`config.mk`:
```
export PLATFORM = sky130hd
export DESIGN_NAME = operand_assembler
export DESIGN_NICKNAME = d
export VERILOG_FILES = /design/src/rtl/operand_assembler.sv
export SDC_FILE = /design/constraint.sdc
export NUM_CORES = 1
export LEC_CHECK = 0
export CAP_MARGIN = 5
export CORE_ASPECT_RATIO = 1.75
export CORE_MARGIN = 2
export CORE_UTILIZATION = 40
export CTS_CLUSTER_DIAMETER = 40
export DETAILED_ROUTE_END_ITERATION = 12
export GPL_TIMING_DRIVEN = 0
export PLACE_DENSITY = 0.77
export SLEW_MARGIN = 20
export SYNTH_ARGS = -nofsm -noshare
export SYNTH_HDL_FRONTEND = slang
export SYNTH_SLANG_ARGS = --single-unit
```
`constraint.sdc`:
```
create_clock -name CLK -period 1.5 [get_ports CLK]
set_input_delay 0.375 -clock CLK [delete_from_list [all_inputs] [get_ports CLK]]
set_output_delay 0.375 -clock CLK [all_outputs]
set_load 0.01 [all_outputs]
```
`src/rtl/operand_assembler.sv`:
```
// Purpose: gathers bytes from an RX UART stream into NUM_OPS operands of DATA_W bits each.
// Latency: Ops_Valid_out rises one cycle after the last byte of a frame is accepted.
// Backpressure: the full frame is held stable until Ops_Ready_in; bytes arriving meanwhile are dropped.
// Optional inter-byte timeout abort is enabled by defining OPERAND_ASM_TIMEOUT_EN.
module operand_assembler #(
    parameter int DATA_W      = 16,
    parameter int NUM_OPS     = 2,
    parameter int MSB_FIRST   = 1,
    parameter int TIMEOUT_CYC = 1000
) (
    input  logic                        CLK,
    input  logic                        RST,
    input  logic                        Start_in,
    input  logic [7:0]                  Rx_Byte_in,
    input  logic                        Rx_Valid_in,
    input  logic                        Ops_Ready_in,
    output logic [NUM_OPS*DATA_W-1:0]   Ops_out,
    output logic                        Ops_Valid_out,
    output logic                        Busy_out,
    output logic                        Timeout_Err_out
);

    localparam int BYTES = DATA_W / 8;
    localparam int BP_W  = (BYTES > 1) ? $clog2(BYTES) : 1;
    localparam int OP_W  = (NUM_OPS > 1) ? $clog2(NUM_OPS) : 1;

    typedef enum logic [1:0] {IDLE, COLLECT, HOLD} state_t;

    state_t                      state;
    logic [BP_W-1:0]             byte_pos;
    logic [OP_W-1:0]             op_idx;
    logic [NUM_OPS*DATA_W-1:0]   ops_r;
    logic                        last_byte;
    logic                        last_op;

    assign last_byte = (byte_pos == BP_W'(BYTES - 1));
    assign last_op   = (op_idx == OP_W'(NUM_OPS - 1));
    assign Ops_out   = ops_r;

`ifdef OPERAND_ASM_TIMEOUT_EN
    localparam int TO_W = $clog2(TIMEOUT_CYC);
    logic [TO_W-1:0] idle_cnt;
    logic            timeout_hit;

    // The abort fires on the TIMEOUT_CYC-th consecutive byte-less cycle.
    assign timeout_hit = (idle_cnt == TO_W'(TIMEOUT_CYC - 1));
`else
    assign Timeout_Err_out = 1'b0;
`endif

    // Frame FSM: byte placement, counters and all registered status outputs.
    always_ff @(posedge CLK) begin
        if (RST) begin
            state         <= IDLE;
            byte_pos      <= '0;
            op_idx        <= '0;
            ops_r         <= '0;
            Ops_Valid_out <= 1'b0;
            Busy_out      <= 1'b0;
`ifdef OPERAND_ASM_TIMEOUT_EN
            idle_cnt        <= '0;
            Timeout_Err_out <= 1'b0;
`endif
        end else begin
`ifdef OPERAND_ASM_TIMEOUT_EN
            Timeout_Err_out <= 1'b0;
`endif
            case (state)
                IDLE: begin
                    if (Start_in) begin
                        state    <= COLLECT;
                        byte_pos <= '0;
                        op_idx   <= '0;
                        Busy_out <= 1'b1;
`ifdef OPERAND_ASM_TIMEOUT_EN
                        idle_cnt <= '0;
`endif
                    end
                end
                COLLECT: begin
                    if (Start_in) begin
                        // Restart: the byte arriving alongside Start is discarded.
                        byte_pos <= '0;
                        op_idx   <= '0;
`ifdef OPERAND_ASM_TIMEOUT_EN
                        idle_cnt <= '0;
`endif
                    end else if (Rx_Valid_in) begin
                        for (int o = 0; o < NUM_OPS; o++) begin
                            for (int j = 0; j < BYTES; j++) begin
                                if (op_idx == OP_W'(o) && byte_pos == BP_W'(j)) begin
                                    ops_r[o*DATA_W + ((MSB_FIRST != 0) ? (DATA_W - 8 - 8*j) : (8*j)) +: 8] <= Rx_Byte_in;
                                end
                            end
                        end
`ifdef OPERAND_ASM_TIMEOUT_EN
                        idle_cnt <= '0;
`endif
                        if (last_byte) begin
                            byte_pos <= '0;
                            if (last_op) begin
                                op_idx        <= '0;
                                state         <= HOLD;
                                Ops_Valid_out <= 1'b1;
                            end else begin
                                op_idx <= op_idx + 1'b1;
                            end
                        end else begin
                            byte_pos <= byte_pos + 1'b1;
                        end
                    end
`ifdef OPERAND_ASM_TIMEOUT_EN
                    else if (timeout_hit) begin
                        state           <= IDLE;
                        byte_pos        <= '0;
                        op_idx          <= '0;
                        idle_cnt        <= '0;
                        Busy_out        <= 1'b0;
                        Timeout_Err_out <= 1'b1;
                    end else begin
                        idle_cnt <= idle_cnt + 1'b1;
                    end
`endif
                end
                HOLD: begin
                    if (Ops_Ready_in) begin
                        state         <= IDLE;
                        Ops_Valid_out <= 1'b0;
                        Busy_out      <= 1'b0;
                    end
                end
                default: begin
                    state         <= IDLE;
                    Ops_Valid_out <= 1'b0;
                    Busy_out      <= 1'b0;
                end
            endcase
        end
    end

endmodule
```
==> results of run 1 <==
[cells by family after synthesis]
| family | count (synthesis) |
|---|---|
| AO/OA/AOI/OAI | 12 |
| buffers and inverters | 11 |
| flip-flops | 38 |
| multiplexers | 32 |
| other | 1 |
| AND/OR/NAND/NOR | 57 |
[cell usage after synthesis]
master / n
a21oi_1: 7
nor3_1: 1
and2_1: 1
buf_2: 2
nand2b_1: 41
and4bb_1: 1
nor2_1: 2
and3_4: 1
buf_6: 3
mux2i_1: 32
conb_1: 1
dfxtp_1: 38
nand2_2: 1
nand3b_1: 2
nor2b_1: 1
clkbuf_1: 5
nand2_1: 3
o21ai_0: 3
nand3_2: 1
o21bai_1: 1
a31oi_1: 1
and3b_1: 1
buf_4: 1
nand3_1: 1
[per-layer routing]
layer  global-route usage, %  vias up  wire, um
met1                    18.2      570      1260
li1                        -      601         -
met3                    3.44        7       144
met4                    7.18        0        65
met2                    32.6       29      1930
met5                       0        -         0
[worst max-delay path, cell delays in order, from the launching register on]
cell	delay, ps
dfxtp_1	360
and4bb_1	310
buf_6	130
and3_4	180
buf_6	110
mux2i_1	180
[final cells by class]
| class | instances | area (sq um) | area share (%) |
|---|---|---|---|
| Sequential cell | 38 | 761 | 35.6 |
| Multi-Input combinational cell | 102 | 749 | 35.0 |
| Timing Repair Buffer | 45 | 405 | 18.9 |
| Clock buffer | 7 | 86.3 | 4.04 |
| Buffer | 11 | 72.6 | 3.39 |
| Tap cell | 48 | 60.1 | 2.81 |
| Clock inverter | 1 | 5.00 | 0.234 |
[state kept, by name, summed over array words and instances, names as in the netlist]
name           count
byte_pos           1
Ops_out           32
Busy_out           1
Ops_Valid_out      1
last_op            1
state              2
[layout by cell type (no fill, tap or decap), types with 2 or more instances in the layout]
master / count
clkbuf_1: 6
nand2_1: 3
buf_6: 3
nand3b_1: 2
clkbuf_8: 6
dlygate4sd2_1: 36
a21oi_1: 7
mux2i_1: 32
buf_4: 2
dfxtp_1: 38
nor2_1: 2
nand2b_1: 41
o21ai_0: 3
clkdlybuf4s50_1: 9
[power groups by stage]
| stage | Sequential (mW) | Combinational, mW | Clock, mW |
|---|---|---|---|
| after floorplan | 1.06 | 0.0703 | 0 |
| after global routing | 1.03 | 0.147 | 0.755 |
| after detailed placement | 1.05 | 0.144 | 0 |
| after global placement | 1.05 | 0.139 | 0 |
| after CTS | 1.03 | 0.137 | 0.717 |
| final | 1.03 | 0.134 | 0.703 |
[what timing repair did]
| item | CTS | global route |
|---|---|---|
| gates resized for setup | 37 | 0 |
| endpoints found under the setup margin | 59 | 0 |
| setup buffers | 0 | 0 |
[stage by stage]
stage | setup slack (ps) | instance area, sq um | TNS, ps | hold WS [ps]
5_1_grt | 26.2 | 2140 | 0 | 499
6_report | 153 | 2140 | 0 | 470
4_1_cts | 130 | 2140 | 0 | 471
2_1_floorplan | 244 | 1580 | 0 | 478
3_3_place_gp | -337 | 2090 | -9760 | 450
3_5_place_dp | -394 | 2090 | -10890 | 464
[path summary, 6_finish.rpt]
| check | startpoint | endpoint | slack, ps | cells after the start |
|---|---|---|---|---|
| worst max register to register | state[1] | Ops_out[19] | 150 | 5 |
| worst min register to register | Ops_Valid_out | Ops_Valid_out | 470 | 2 |
| worst min-delay path | Ops_Valid_out | Ops_Valid_out | 470 | 2 |
| worst max-delay path | state[1] | Ops_out[19] | 150 | 5 |
==> flow_metrics.py, run 1 <==
metrics = {
    "final_layout": {
        "finalNetCount": 216,
        "instances_no_fill": 252,
        "area_growth_pct": 35.4,
        "diodes": 0,
        "fillers": 374,
        "fin_util_pct": 55.9,
        "layout-drive-gt1-share_pct": 7.84,
    },
    "clock_tree": {
        "cts_buffer_depth": 2,
        "clock_latency_ps": 280,
        "cts_root_buf": "clkbuf_8",
        "numCtsBuffers": 5,
        "cts_hold_buf": 0,
        "cts_sinks": 38,
        "cts.htree.levels": 2,
        "cts_tree": "done",
        "clk_pin_slew_worst_paths_ps": 70,
    },
    "placed_design": {
        "dpl.hpwl_um": 2700,
        "dp.cells": 244,
        "io_buffers": 45,
        "gp_congestion": 0.720,
    },
    "routing": {
        "vias": 1207,
        "avgViaCountPerCell": 4.79,
        "drt-pass1-iter-count": 4,
        "wl_per_cell_um": 13.5,
        "drt_iter0_markers": 13,
        "wl_um": 3400,
        "drtAntennaViolNets": 0,
        "drc": 0,
    },
    "grt": {
        "grt_max_degree": 12,
        "gr-usage-all-layers_pct": 17.4,
        "grt-ovfl-total": 0,
        "grt_pass1_wl_um": 5840,
        "antenna_found_initial": 0,
        "grt_pass1_vias": 1277,
    },
    "sta": {
        "slew_viol_final": 0,
        "period_minus_slack_ps": 1350,
        "clock-skew-final_ps": 1.46,
        "hold_viol": 0,
        "post-route-period-util_pct": 89.8,
        "fmaxAchievable_ghz": 0.742,
        "setup_viol": 0,
        "rsz0062_at_grt": "no",
    },
    "floorplanning": {
        "die_h_um": 87.2,
        "rows": 30,
        "coreArea_sq_um": 3830,
        "die-area_sq_um": 4490,
        "die_w_um": 51.5,
        "pin_count": 48,
        "start_util_pct": 41.3,
    },
    "logic_synthesis": {
        "syn-instance-count": 151,
        "synth_compound_area_share_pct": 4.04,
        "synth_cell_type_count": 24,
        "syn_area_per_cell_sq_um": 10.5,
        "synth_seq_area_share_pct": 48.1,
        "synth_warnings": 0,
        "synth_fa_ha_area_share_pct": 0,
        "synth.area.mux_share_pct": 20.3,
        "synth_top_family_by_area": "simple AND/OR/NAND/NOR gates",
        "yosysTopAreaCell": "dfxtp_1",
        "synth-seq-cells": 38,
        "synth.area.top_cells": "dfxtp_1 48%, mux2i_1 20%, nand2b_1 16%",
        "synth_fp_nets": 164,
        "synth_xor_area_share_pct": 0,
        "netlist_area_sq_um": 1580,
        "synthDominantCellAreaShare_pct": 48.1,
        "yosys.area_share.simple_pct": 22.9,
    },
    "power_and_ir_drop": {
        "p_int_mw": 1.46,
        "clkPwrFrac_pct": 37.7,
        "seq_power_share_pct": 55.1,
        "switching_share_pct": 21.6,
        "total_power_mw": 1.87,
        "power.density_nw_per_um2": 872,
        "p_leak_nw": 1.08,
        "power_switching_mw": 0.403,
        "pwr-share-comb_pct": 7.2,
        "peakVddDrop_uv": 835,
    },
    "critical_path": {
        "arrival_ps": 1560,
        "required_ps": 1710,
        "start_kind": "register",
        "crit_fanout": 8,
        "critPathCaptureType": "register",
        "path_class": "register to register",
    },
    "min_path": {
        "hold_class": "register to register",
    },
    "status": {
        "outcome": "finished clean",
    },
    "job": {
        "cap_violations": 0,
    },
}
Note: power is estimated with default switching activity, not from simulation.
==> run 2, diff against run 1 <==
Settings changed: CORE_ASPECT_RATIO 1.75 to 0.9, CORE_UTILIZATION 40 to 46, PLACE_DENSITY 0.77 to 0.86.
==> flow_metrics.py, run 2 (same netlist as run 1, synthesis figures left out) <==
metrics = {
    "clock_tree": {
        "numCtsBuffers": 5,
        "cts_root_buf": "clkbuf_8",
        "cts_tree": "done",
        "clk_pin_slew_worst_paths_ps": 60,
        "cts_sinks": 38,
        "cts_buffer_depth": 2,
        "cts.htree.levels": 2,
        "cts_hold_buf": 0,
        "clock_latency_ps": 280,
    },
    "critical_path": {
        "start_kind": "register",
        "required_ps": 1710,
        "cp_top_family": "flip-flops",
        "crit_top_cell": "buf_6",
        "crit_buf_inv": 2,
        "critPathCaptureType": "register",
        "critPathMaxStageDelay_ps": 430,
        "path_class": "register to register",
        "arrival_ps": 1570,
        "cpMaxStageDelayCell": "dfxtp_1",
        "timing.reg2reg.setup_slack_ps": 140,
        "crit_fanout": 8,
        "path_cells": "and4bb_1 > buf_6 > and3_4 > buf_6 > mux2i_1",
    },
    "floorplanning": {
        "pin_count": 48,
        "die-area_sq_um": 3920,
        "coreArea_sq_um": 3330,
        "rows": 20,
        "start_util_pct": 47.5,
        "die_w_um": 65.8,
        "die_h_um": 59.6,
    },
    "sta": {
        "rsz0062_at_grt": "no",
        "finalWorstSetupSlack_ps": 142,
        "hold_viol": 0,
        "slew_viol_final": 0,
        "setup_viol": 0,
        "fmaxAchievable_ghz": 0.736,
        "post-route-period-util_pct": 90.6,
        "period_minus_slack_ps": 1360,
        "clock-skew-final_ps": 5.27,
    },
    "grt": {
        "grt-ovfl-total": 0,
        "grt_max_degree": 11,
        "grt_pass1_vias": 1229,
        "grt_pass1_wl_um": 5860,
        "antenna_found_initial": 0,
        "gr-usage-all-layers_pct": 20.7,
    },
    "final_layout": {
        "area_growth_pct": 34.4,
        "diodes": 0,
        "instances_no_fill": 247,
        "finalNetCount": 216,
        "largest_reg_flops": 32,
        "mostFrequentLayoutCells": "41 x nand2b_1, 38 x dfxtp_1, 36 x dlygate4sd2_1",
        "final_common_cell": "nand2b_1",
        "fin_util_pct": 63.8,
        "fillers": 291,
        "layout-drive-gt1-share_pct": 6.90,
        "final_cell_area_sq_um": 2120,
        "seqCellArea_sq_um": 761,
        "multi_input_area_sq_um": 749,
    },
    "placed_design": {
        "place_area_sq_um": 2090,
        "dp.cells": 240,
        "dpl.hpwl_um": 2620,
        "dp_slack_ps": -375,
        "io_buffers": 45,
        "gp_congestion": 0.761,
    },
    "power_and_ir_drop": {
        "p_leak_nw": 1.07,
        "power.density_nw_per_um2": 848,
        "peakVddDrop_uv": 554,
    },
    "routing": {
        "wl_per_cell_um": 14.0,
        "drt_iter0_markers": 49,
        "avgViaCountPerCell": 4.85,
        "drtAntennaViolNets": 0,
        "drc": 0,
        "drt-pass1-iter-count": 4,
        "vias": 1198,
        "wl_um": 3450,
    },
    "job": {
        "cap_violations": 0,
    },
    "min_path": {
        "hold_class": "register to register",
    },
    "status": {
        "outcome": "finished clean",
    },
}
-- run 2: cell count changes in the layout (fill, tap and decap cells not counted) --
cell,previous run,this run
clkbuf_8,6,5
buf_4,2,1
clkinv_2,1,0
buf_6,3,4
clkbuf_1,6,7
-- run 2: stage by stage --
| stage | TNS (ps) | hold WS [ps] | power (mW) |
|---|---|---|---|
| 6_report | 0 | 457 | 1.80 |
| 5_1_grt | 0 | 484 | 1.88 |
| 4_1_cts | 0 | 464 | 1.83 |
| 3_5_place_dp | -10040 | 457 | 1.20 |
| 3_3_place_gp | -8800 | 447 | 1.19 |
| 2_1_floorplan | 0 | 478 | 1.13 |
-- run 2: path summary, 6_finish.rpt --
| check | cells past startpoint | endpoint | from |
|---|---|---|---|
| max reg2reg | 5 | Ops_out[16] | state[0] |
| max | 5 | Ops_out[16] | state[0] |
| min | 2 | Ops_Valid_out | Ops_Valid_out |
| min reg2reg | 2 | Ops_Valid_out | Ops_Valid_out |
-- run 2: timing repair --
| action | CTS | global route |
|---|---|---|
| setup endpoints to repair | 47 | 0 |
| buffers inserted | 0 | 0 |
| resized for setup | 38 | 0 |
-- run 2: routing by layer --
layer  part of all wire [%]  routed length [um]  vias up  global-route usage, %
met5                      0                   0        -                      0
met4                    1.9                  67        0                   10.7
met3                    5.2                 179        8                   5.13
met2                     49                1680       38                   34.5
met1                     44                1520      549                   24.9
li1                       -                   -      603                      -
-- run 2: tightest hold or removal path, delay by kind of cell, from the launching register on --
family / cells / cell delay (ps)
AOI/OAI and AO/OA: 1 / 60
and+or+nand+nor: 1 / 50
DFF: 1 / 300
-- run 2: report_power, final --
part	internal (mW)	total, mW	switching (mW)
Combinational	0.0713	0.135	0.0634
Clock	0.319	0.637	0.318
Sequential	1.02	1.03	0.00855
Total	1.41	1.80	0.390
-- run 2: cell type report --
cell class | count | area share, %
clock buffer | 7 | 3.59
multi-input combinational | 102 | 35.3
tap | 44 | 2.59
sequential | 38 | 35.8
buffer | 11 | 3.59
timing repair buffer | 45 | 19.1
